<file path="src/rtl/id_ex_stage_pkg.sv">
// id_ex_stage_pkg: shared widths and op/select codes for the ID/EX stage
package id_ex_stage_pkg;
  localparam int DATA_W = 32;
  localparam int REG_W = 5;
  typedef enum logic [3:0] {
    ALU_ADD, ALU_SUB, ALU_AND, ALU_OR, ALU_XOR, ALU_SLT, ALU_SLTU, ALU_SLL, ALU_SRL, ALU_SRA
  } alu_op_e;
  typedef enum logic [1:0] {RES_ALU, RES_LOAD, RES_PC4} res_src_e;
  typedef enum logic [1:0] {SRCA_RS1, SRCA_PC, SRCA_ZERO} src_a_sel_e;
  typedef enum logic [1:0] {FWD_REG, FWD_MEM, FWD_WB} fwd_sel_e;
endpackage

</file>
<file path="src/rtl/id_ex_stage_if.sv">
// id_ex_stage_if: Decode inputs, M/W forwarding sources and EX outputs of the ID/EX stage
interface id_ex_stage_if import id_ex_stage_pkg::*; #(
  parameter int DATA_WIDTH = DATA_W,
  parameter int REG_ADDR_W = REG_W
);
  logic flush, valid_d, src_b_imm_d, regwrite_d, memwrite_d, branch_d, jump_d;
  logic [DATA_WIDTH-1:0] pc_d, rd1_d, rd2_d, imm_d;
  logic [REG_ADDR_W-1:0] rs1_d, rs2_d, rd_d;
  logic [3:0] alu_ctrl_d;
  logic [1:0] src_a_sel_d, result_src_d;
  logic [REG_ADDR_W-1:0] rd_m, rd_w;
  logic regwrite_m, regwrite_w;
  logic [DATA_WIDTH-1:0] alu_result_m, result_w;
  logic stall_fd, valid_e, regwrite_e, memwrite_e, branch_e, jump_e;
  logic [3:0] alu_ctrl_e;
  logic [DATA_WIDTH-1:0] src_a_e, src_b_e, write_data_e, pc_e, imm_e;
  logic [REG_ADDR_W-1:0] rd_e;
  logic [1:0] result_src_e;
  modport slave (
    input flush, valid_d, src_b_imm_d, regwrite_d, memwrite_d, branch_d, jump_d,
    input pc_d, rd1_d, rd2_d, imm_d, rs1_d, rs2_d, rd_d, alu_ctrl_d, src_a_sel_d, result_src_d,
    input rd_m, rd_w, regwrite_m, regwrite_w, alu_result_m, result_w,
    output stall_fd, valid_e, regwrite_e, memwrite_e, branch_e, jump_e,
    output alu_ctrl_e, src_a_e, src_b_e, write_data_e, pc_e, imm_e, rd_e, result_src_e
  );
  modport master (
    output flush, valid_d, src_b_imm_d, regwrite_d, memwrite_d, branch_d, jump_d,
    output pc_d, rd1_d, rd2_d, imm_d, rs1_d, rs2_d, rd_d, alu_ctrl_d, src_a_sel_d, result_src_d,
    output rd_m, rd_w, regwrite_m, regwrite_w, alu_result_m, result_w,
    input stall_fd, valid_e, regwrite_e, memwrite_e, branch_e, jump_e,
    input alu_ctrl_e, src_a_e, src_b_e, write_data_e, pc_e, imm_e, rd_e, result_src_e
  );
endinterface

</file>
<file path="src/rtl/id_ex_stage_fwd_sel.sv">
// id_ex_stage_fwd_sel: resolve one source register against the MEM and WB results
module id_ex_stage_fwd_sel import id_ex_stage_pkg::*; #(
  parameter int DATA_WIDTH = DATA_W,
  parameter int REG_ADDR_W = REG_W
) (
  input  logic [REG_ADDR_W-1:0] rs,
  input  logic [DATA_WIDTH-1:0] reg_val,
  input  logic [REG_ADDR_W-1:0] rd_m,
  input  logic                  regwrite_m,
  input  logic [DATA_WIDTH-1:0] alu_result_m,
  input  logic [REG_ADDR_W-1:0] rd_w,
  input  logic                  regwrite_w,
  input  logic [DATA_WIDTH-1:0] result_w,
  output logic [DATA_WIDTH-1:0] fwd_val
);
  fwd_sel_e sel;
  // youngest in-flight writer of rs wins; x0 always reads the register value
  always_comb begin
    sel = rs == '0 ? FWD_REG :
          (regwrite_m && rd_m == rs) ? FWD_MEM :
          (regwrite_w && rd_w == rs) ? FWD_WB : FWD_REG;
    fwd_val = sel == FWD_MEM ? alu_result_m : sel == FWD_WB ? result_w : reg_val;
  end
endmodule

</file>
<file path="src/rtl/id_ex_stage.sv">
// id_ex_stage: ID/EX pipeline register with operand forwarding and load-use hazard detection
module id_ex_stage import id_ex_stage_pkg::*; #(
  parameter int DATA_WIDTH = DATA_W,
  parameter int REG_ADDR_W = REG_W
) (
  input logic clk,
  input logic rst_n,
  id_ex_stage_if.slave bus
);
  logic [DATA_WIDTH-1:0] rd1_e, rd2_e, fwd_a, fwd_b;
  logic [REG_ADDR_W-1:0] rs1_e, rs2_e;
  logic [1:0] src_a_sel_e;
  logic src_b_imm_e, load_use;
  assign load_use = bus.valid_e && bus.result_src_e == RES_LOAD && bus.rd_e != '0 && bus.valid_d &&
                    (bus.rd_e == bus.rs1_d || bus.rd_e == bus.rs2_d);
  assign bus.stall_fd = load_use && !bus.flush;
  // E register: clear on reset, bubble on flush or load-use, otherwise capture Decode
  always_ff @(posedge clk or negedge rst_n) begin
    if (!rst_n) begin
      bus.valid_e <= 1'b0;
      bus.regwrite_e <= 1'b0;
      bus.memwrite_e <= 1'b0;
      bus.branch_e <= 1'b0;
      bus.jump_e <= 1'b0;
      bus.alu_ctrl_e <= '0;
      bus.result_src_e <= '0;
      bus.rd_e <= '0;
      bus.pc_e <= '0;
      bus.imm_e <= '0;
      rd1_e <= '0;
      rd2_e <= '0;
      rs1_e <= '0;
      rs2_e <= '0;
      src_a_sel_e <= '0;
      src_b_imm_e <= 1'b0;
    end else if (bus.flush || load_use) begin
      bus.valid_e <= 1'b0;
      bus.regwrite_e <= 1'b0;
      bus.memwrite_e <= 1'b0;
      bus.branch_e <= 1'b0;
      bus.jump_e <= 1'b0;
    end else begin
      bus.valid_e <= bus.valid_d;
      bus.regwrite_e <= bus.valid_d && bus.regwrite_d;
      bus.memwrite_e <= bus.valid_d && bus.memwrite_d;
      bus.branch_e <= bus.valid_d && bus.branch_d;
      bus.jump_e <= bus.valid_d && bus.jump_d;
      bus.alu_ctrl_e <= bus.alu_ctrl_d;
      bus.result_src_e <= bus.result_src_d;
      bus.rd_e <= bus.rd_d;
      bus.pc_e <= bus.pc_d;
      bus.imm_e <= bus.imm_d;
      rd1_e <= bus.rd1_d;
      rd2_e <= bus.rd2_d;
      rs1_e <= bus.rs1_d;
      rs2_e <= bus.rs2_d;
      src_a_sel_e <= bus.src_a_sel_d;
      src_b_imm_e <= bus.src_b_imm_d;
    end
  end
  id_ex_stage_fwd_sel #(.DATA_WIDTH(DATA_WIDTH), .REG_ADDR_W(REG_ADDR_W)) u_fwd_a (
    .rs(rs1_e), .reg_val(rd1_e),
    .rd_m(bus.rd_m), .regwrite_m(bus.regwrite_m), .alu_result_m(bus.alu_result_m),
    .rd_w(bus.rd_w), .regwrite_w(bus.regwrite_w), .result_w(bus.result_w),
    .fwd_val(fwd_a)
  );
  id_ex_stage_fwd_sel #(.DATA_WIDTH(DATA_WIDTH), .REG_ADDR_W(REG_ADDR_W)) u_fwd_b (
    .rs(rs2_e), .reg_val(rd2_e),
    .rd_m(bus.rd_m), .regwrite_m(bus.regwrite_m), .alu_result_m(bus.alu_result_m),
    .rd_w(bus.rd_w), .regwrite_w(bus.regwrite_w), .result_w(bus.result_w),
    .fwd_val(fwd_b)
  );
  // ALU operands and store data from the forwarded sources; A-select 3 reads as zero
  always_comb begin
    bus.src_a_e = src_a_sel_e == SRCA_RS1 ? fwd_a : src_a_sel_e == SRCA_PC ? bus.pc_e : '0;
    bus.src_b_e = src_b_imm_e ? bus.imm_e : fwd_b;
    bus.write_data_e = fwd_b;
  end
endmodule
</file>
<file path="src/flat_wrapper.sv">
// flat-port wrapper written by rule: the top's interface ports become plain ports
module id_ex_stage_flat import id_ex_stage_pkg::*;
#(
  parameter int DATA_WIDTH = DATA_W,
  parameter int REG_ADDR_W = REG_W
)
  (clk, rst_n, bus_flush, bus_valid_d, bus_src_b_imm_d, bus_regwrite_d, bus_memwrite_d, bus_branch_d, bus_jump_d, bus_pc_d, bus_rd1_d, bus_rd2_d, bus_imm_d, bus_rs1_d, bus_rs2_d, bus_rd_d, bus_alu_ctrl_d, bus_src_a_sel_d, bus_result_src_d, bus_rd_m, bus_rd_w, bus_regwrite_m, bus_regwrite_w, bus_alu_result_m, bus_result_w, bus_stall_fd, bus_valid_e, bus_regwrite_e, bus_memwrite_e, bus_branch_e, bus_jump_e, bus_alu_ctrl_e, bus_src_a_e, bus_src_b_e, bus_write_data_e, bus_pc_e, bus_imm_e, bus_rd_e, bus_result_src_e);
  id_ex_stage_if #(.DATA_WIDTH(DATA_WIDTH), .REG_ADDR_W(REG_ADDR_W)) bus_i ();
  input logic clk;
  input logic rst_n;
  input wire logic [$bits(bus_i.flush)-1:0] bus_flush;
  input wire logic [$bits(bus_i.valid_d)-1:0] bus_valid_d;
  input wire logic [$bits(bus_i.src_b_imm_d)-1:0] bus_src_b_imm_d;
  input wire logic [$bits(bus_i.regwrite_d)-1:0] bus_regwrite_d;
  input wire logic [$bits(bus_i.memwrite_d)-1:0] bus_memwrite_d;
  input wire logic [$bits(bus_i.branch_d)-1:0] bus_branch_d;
  input wire logic [$bits(bus_i.jump_d)-1:0] bus_jump_d;
  input wire logic [$bits(bus_i.pc_d)-1:0] bus_pc_d;
  input wire logic [$bits(bus_i.rd1_d)-1:0] bus_rd1_d;
  input wire logic [$bits(bus_i.rd2_d)-1:0] bus_rd2_d;
  input wire logic [$bits(bus_i.imm_d)-1:0] bus_imm_d;
  input wire logic [$bits(bus_i.rs1_d)-1:0] bus_rs1_d;
  input wire logic [$bits(bus_i.rs2_d)-1:0] bus_rs2_d;
  input wire logic [$bits(bus_i.rd_d)-1:0] bus_rd_d;
  input wire logic [$bits(bus_i.alu_ctrl_d)-1:0] bus_alu_ctrl_d;
  input wire logic [$bits(bus_i.src_a_sel_d)-1:0] bus_src_a_sel_d;
  input wire logic [$bits(bus_i.result_src_d)-1:0] bus_result_src_d;
  input wire logic [$bits(bus_i.rd_m)-1:0] bus_rd_m;
  input wire logic [$bits(bus_i.rd_w)-1:0] bus_rd_w;
  input wire logic [$bits(bus_i.regwrite_m)-1:0] bus_regwrite_m;
  input wire logic [$bits(bus_i.regwrite_w)-1:0] bus_regwrite_w;
  input wire logic [$bits(bus_i.alu_result_m)-1:0] bus_alu_result_m;
  input wire logic [$bits(bus_i.result_w)-1:0] bus_result_w;
  output wire logic [$bits(bus_i.stall_fd)-1:0] bus_stall_fd;
  output wire logic [$bits(bus_i.valid_e)-1:0] bus_valid_e;
  output wire logic [$bits(bus_i.regwrite_e)-1:0] bus_regwrite_e;
  output wire logic [$bits(bus_i.memwrite_e)-1:0] bus_memwrite_e;
  output wire logic [$bits(bus_i.branch_e)-1:0] bus_branch_e;
  output wire logic [$bits(bus_i.jump_e)-1:0] bus_jump_e;
  output wire logic [$bits(bus_i.alu_ctrl_e)-1:0] bus_alu_ctrl_e;
  output wire logic [$bits(bus_i.src_a_e)-1:0] bus_src_a_e;
  output wire logic [$bits(bus_i.src_b_e)-1:0] bus_src_b_e;
  output wire logic [$bits(bus_i.write_data_e)-1:0] bus_write_data_e;
  output wire logic [$bits(bus_i.pc_e)-1:0] bus_pc_e;
  output wire logic [$bits(bus_i.imm_e)-1:0] bus_imm_e;
  output wire logic [$bits(bus_i.rd_e)-1:0] bus_rd_e;
  output wire logic [$bits(bus_i.result_src_e)-1:0] bus_result_src_e;
  assign bus_i.flush = bus_flush;
  assign bus_i.valid_d = bus_valid_d;
  assign bus_i.src_b_imm_d = bus_src_b_imm_d;
  assign bus_i.regwrite_d = bus_regwrite_d;
  assign bus_i.memwrite_d = bus_memwrite_d;
  assign bus_i.branch_d = bus_branch_d;
  assign bus_i.jump_d = bus_jump_d;
  assign bus_i.pc_d = bus_pc_d;
  assign bus_i.rd1_d = bus_rd1_d;
  assign bus_i.rd2_d = bus_rd2_d;
  assign bus_i.imm_d = bus_imm_d;
  assign bus_i.rs1_d = bus_rs1_d;
  assign bus_i.rs2_d = bus_rs2_d;
  assign bus_i.rd_d = bus_rd_d;
  assign bus_i.alu_ctrl_d = bus_alu_ctrl_d;
  assign bus_i.src_a_sel_d = bus_src_a_sel_d;
  assign bus_i.result_src_d = bus_result_src_d;
  assign bus_i.rd_m = bus_rd_m;
  assign bus_i.rd_w = bus_rd_w;
  assign bus_i.regwrite_m = bus_regwrite_m;
  assign bus_i.regwrite_w = bus_regwrite_w;
  assign bus_i.alu_result_m = bus_alu_result_m;
  assign bus_i.result_w = bus_result_w;
  assign bus_stall_fd = bus_i.stall_fd;
  assign bus_valid_e = bus_i.valid_e;
  assign bus_regwrite_e = bus_i.regwrite_e;
  assign bus_memwrite_e = bus_i.memwrite_e;
  assign bus_branch_e = bus_i.branch_e;
  assign bus_jump_e = bus_i.jump_e;
  assign bus_alu_ctrl_e = bus_i.alu_ctrl_e;
  assign bus_src_a_e = bus_i.src_a_e;
  assign bus_src_b_e = bus_i.src_b_e;
  assign bus_write_data_e = bus_i.write_data_e;
  assign bus_pc_e = bus_i.pc_e;
  assign bus_imm_e = bus_i.imm_e;
  assign bus_rd_e = bus_i.rd_e;
  assign bus_result_src_e = bus_i.result_src_e;
  id_ex_stage #(.DATA_WIDTH(DATA_WIDTH), .REG_ADDR_W(REG_ADDR_W)) u_core (.clk(clk), .rst_n(rst_n), .bus(bus_i));
endmodule
</file>
<file path="config.mk">
export PLATFORM = sky130hd
export DESIGN_NAME = id_ex_stage_flat
export DESIGN_NICKNAME = d
export VERILOG_FILES = /design/src/rtl/id_ex_stage_pkg.sv /design/src/rtl/id_ex_stage_if.sv /design/src/rtl/id_ex_stage_fwd_sel.sv /design/src/rtl/id_ex_stage.sv /design/src/flat_wrapper.sv
export SDC_FILE = /design/constraint.sdc
export NUM_CORES = 1
export LEC_CHECK = 0
export CAP_MARGIN = 10
export CORE_ASPECT_RATIO = 1.1
export CORE_UTILIZATION = 30
export CTS_BUF_LIST = sky130_fd_sc_hd__clkbuf_8
export CTS_CLUSTER_SIZE = 12
export DETAILED_ROUTE_END_ITERATION = 7
export GPL_TIMING_DRIVEN = 0
export HOLD_SLACK_MARGIN = 0.08
export PLACE_DENSITY = 0.68
export SYNTH_ARGS = -nofsm -noshare
export SYNTH_HDL_FRONTEND = slang
export SYNTH_SLANG_ARGS = --single-unit
</file>
<file path="constraint.sdc">
create_clock -name clk -period 5.4 [get_ports clk]
set_clock_uncertainty 0.2 [all_clocks]
set_input_delay 0.54 -clock clk [delete_from_list [all_inputs] [get_ports clk]]
set_output_delay 0.54 -clock clk [all_outputs]
set_load 0.03 [all_outputs]
</file>
==> impl_metrics.csv <==
group,metric,value,unit
status,status,"complete, no violations",
clock_tree,clk_pin_slew,0.08,ns
floorplanning,coreArea,29800,µm²
worst_setup_path,critical_path_class,"input pin to output pin",
timing,max-slew-margin-rel,25.3,%
logic_synthesis,synth_nets,1121,
worst_setup_path,path_common_cell,"clkdlybuf4s50_1",
global_route,gr-usage-met1,35.5,%
floorplanning,io_pins,413,
logic_synthesis,avgSynthCellArea,10.4,µm²
power_and_ir_drop,p_leak,5.60,nW
global_route,antenna_found_initial,6,
clock_tree,tritoncts,"yes",
clock_tree,htreeDepth,4,
clock_tree,cts_sinks,157,
timing,rsz0062_at_grt,"false",
clock_tree,ctsResizeCount,0,
placed_design,dpl_cell_area,13800,µm²
placed_design,gp_congestion,0.887,
power_and_ir_drop,power.switching,1.43,mW
power_and_ir_drop,intPower,2.57,mW
flow_run,cap_violations,0,
logic_synthesis,yosys_warnings,0,
worst_setup_path,cp-endpoint,"bus_src_b_e[9]",
power_and_ir_drop,seqPwrFrac,35.2,%
placed_design,port_buffers,412,
clock_tree,cts_buffers,17,
worst_setup_path,worst_r2r_endpoint,"u_core.rd1_e[20]",
worst_setup_path,crit_arrival,4.12,ns
timing,holdWs,0.311,ns
worst_setup_path,rr_worst_depth,6,
global_route,overflow,0,
worst_hold_path,min_from,"u_core.bus.alu_ctrl_e[3]",
power_and_ir_drop,comb_power_share,37.3,%
logic_synthesis,async_flop_share,100,%
floorplanning,initial_utilization,30.8,%
timing,fin_crit,4.86,ns
detailed_routing,drt-initial-drc-count,717,
logic_synthesis,syn_inst,885,
finish,final-instance-count-excl-fill,1745,
global_route,met2_usage,46.1,%
worst_setup_path,crit_required,4.66,ns
detailed_routing,drt-vias-per-instance,5.30,
worst_setup_path,worstSetupStartpoint,"bus_rd_w[4]",
worst_hold_path,min_path_type,"flip-flop to flip-flop",
logic_synthesis,ys_seq_area_share,42.8,%
logic_synthesis,synth_edf_count,0,
power_and_ir_drop,peakVddDrop,132,µV
finish,area_growth,56.2,%
power_and_ir_drop,total_power,4.00,mW
global_route,grt_max_degree,103,
logic_synthesis,synth_ff_type,"dfrtp_1",
detailed_routing,drc,0,
worst_setup_path,worstPathCellList,"clkdlybuf4s50_1, xnor2_1, nand4_1, nor3_1, clkbuf_1, nand3_1, a31oi_1, clkdlybuf4s50_1",
worst_setup_path,critPathCaptureType,"output pin",
timing,finalMaxSlewViolations,0,
global_route,use_met3,6.12,%
clock_tree,cts_setup_buffers,0,
worst_setup_path,startpoint_type,"input pin",
finish,n_fill_cell,2843,
timing,timing.final.crit_share,89.9,%
worst_setup_path,r2r-start,"u_core.bus.rd_e[1]",
power_and_ir_drop,clkPwrFrac,27.4,%
power_and_ir_drop,swShare,35.8,%
timing,timing.fmax,206,MHz
logic_synthesis,synth_area,9180,µm²
finish,design_area,14300,µm²
logic_synthesis,synth.distinct_cells,40,
floorplanning,die-area,31300,µm²
detailed_routing,final_antenna_net_count,0,
logic_synthesis,yosys_register_bits,157,
floorplanning,die_x,169,µm
worst_setup_path,worstPathMaxFanout,10,
power_and_ir_drop,powerDensity,279,nW/µm²
global_route,grt_pass1_vias,9425,
timing,hold_viol,0,
clock_tree,clock_path_buffers,2,
floorplanning,rows,66,
global_route,grt_pass1_wl,62.8,mm
timing,setup-violations-final,0,
global_route,busiest_layer,"met2",
clock_tree,postCtsHoldBufs,1,
finish,layout.nets,1554,
floorplanning,die_y,185,µm
detailed_routing,wl_per_cell,25.0,µm
worst_setup_path,r2r_setup_slack,2.76,ns
detailed_routing,drt_wl_total,43.6,mm
worst_setup_path,cp_slowest_stage_delay,0.87,ns
global_route,grt_use_total,27.8,%
placed_design,hpwl,34.3,mm
detailed_routing,vias,9246,
detailed_routing,dr.pass1.iters,5,
clock_tree,root_buffer,"clkbuf_8",
finish,drive_gt1_share,21.1,%
worst_setup_path,worst_path_max_delay_cell,"nor3_1",
timing,tightestPinTransition,1.11,ns
placed_design,dp_cells,1706,
clock_tree,clk_latency,0.47,ns
[cell type report]
class / count / area [µm²] / area share (%)
clock buffers: 18 / 248 / 1.73
well taps: 408 / 510 / 3.56
diodes: 7 / 17.5 / 0.122
repair buffers: 414 / 4170 / 29.0
multi-input cells: 617 / 4700 / 32.8
clock inverters: 13 / 223 / 1.55
flip-flops and latches: 157 / 3930 / 27.4
inverters: 33 / 124 / 0.863
plain buffers: 78 / 430 / 3.00
[registers in the layout (all words and copies together), names as in the netlist]
register and cells:
u_core.bus.rd_e 5, u_core.bus.valid_e 1, u_core.bus.pc_e 32, u_core.rd1_e 32
u_core.rs2_e 5, u_core.bus.result_src_e 2, u_core.bus.imm_e 32, u_core.bus.regwrite_e 1
u_core.src_b_imm_e 1, u_core.rs1_e 5, u_core.bus.memwrite_e 1, u_core.src_a_sel_e 2
u_core.bus.alu_ctrl_e 4, u_core.bus.branch_e 1, u_core.rd2_e 32, u_core.bus.jump_e 1
[metal layers]
metal,up-vias,part of all wire [%]
li1,4169,-
met5,-,0.021
met3,60,7.5
met1,4580,41
met4,2,2.8
met2,435,49
[placed cells by master, fill, tap and decap left out, types with 3 or more instances in the layout]
cell	n
nor2_1	48
o32ai_1	13
clkbuf_8	18
mux2_2	151
dfrtp_1	157
and3_1	5
buf_2	28
and2_1	16
nand3_1	92
diode_2	7
a211oi_2	17
a41oi_1	32
xor2_1	8
nand4_1	3
or2_2	15
buf_4	5
nand2_1	38
clkdlybuf4s50_1	411
clkbuf_1	31
a2111oi_2	17
nor3_1	5
a21oi_1	53
inv_1	35
xnor2_1	22
buf_6	11
a31oi_1	62
bufinv_16	6
[critical path, delay by kind of cell]
| family | cells | cell delay (ns) |
|---|---|---|
| buf+inv | 3 | 1.76 |
| compound gates | 1 | 0.37 |
| xor+xnor | 1 | 0.14 |
| simple gates | 3 | 1.30 |
[kinds of logic after synthesis]
kind of cell    count (synthesis)  share of synthesized area [%]
compound gates                203                           17.3
xor+xnor                       30                           2.86
buf+inv                       111                           6.04
flops                         157                           42.8
mux                           151                           18.5
simple gates                  233                           12.5
[cell usage after synthesis, types with 2 or more instances]
| master | instances | area share [%] |
|---|---|---|
| a2111oi_0 | 2 | 0.19 |
| a2111oi_2 | 17 | 2.8 |
| a211oi_1 | 2 | 0.16 |
| a211oi_2 | 17 | 2.3 |
| a21oi_1 | 53 | 2.9 |
| a31oi_1 | 62 | 4.2 |
| a32oi_1 | 2 | 0.19 |
| a41oi_1 | 32 | 3.1 |
| and2_1 | 16 | 1.1 |
| and3_1 | 5 | 0.34 |
| buf_1 | 2 | 0.082 |
| buf_2 | 28 | 1.5 |
| buf_4 | 5 | 0.41 |
| buf_6 | 11 | 1.3 |
| clkbuf_1 | 31 | 1.3 |
| dfrtp_1 | 157 | 43 |
| inv_1 | 32 | 1.3 |
| mux2_2 | 151 | 19 |
| nand2_1 | 38 | 1.6 |
| nand3_1 | 92 | 5.0 |
| nand3_2 | 2 | 0.22 |
| nand4_1 | 3 | 0.20 |
| nor2_1 | 48 | 2.0 |
| nor2b_1 | 2 | 0.14 |
| nor3_1 | 5 | 0.27 |
| o32ai_1 | 13 | 1.2 |
| or2_2 | 15 | 1.0 |
| or3_1 | 2 | 0.14 |
| xnor2_1 | 22 | 2.1 |
| xor2_1 | 8 | 0.76 |
[worst min-delay path by stage]
stage	endpoint	slack [ns]	cells after the start
global placement	u_core.bus.alu_ctrl_e[3]	0.29	1
finish	u_core.bus.alu_ctrl_e[3]	0.31	1
floorplan	u_core.bus.alu_ctrl_e[0]	0.04	0
detailed placement	u_core.bus.alu_ctrl_e[3]	0.29	1
CTS	u_core.bus.alu_ctrl_e[3]	0.32	1
global route	u_core.rd1_e[19]	0.33	1
[power groups by stage]
stage | Combinational (mW) | Sequential [mW] | Clock [mW]
global placement | 1.48 | 1.43 | 0
global route | 1.57 | 1.43 | 1.17
CTS | 1.50 | 1.41 | 1.12
finish | 1.49 | 1.41 | 1.10
floorplan | 0.659 | 1.51 | 0
detailed placement | 1.49 | 1.43 | 0
[through the flow]
stage	TNS (ns)	setup slack, ns	utilization [%]
after floorplan	0	2.45	-
after global placement	-514.28	-3.29	46.3
after detailed placement	0	0.590	46.5
after CTS	0	0.569	48.1
after global routing	0	0.420	48.1
final	0	0.544	48.1
Note: power is estimated with default switching activity, not from simulation.
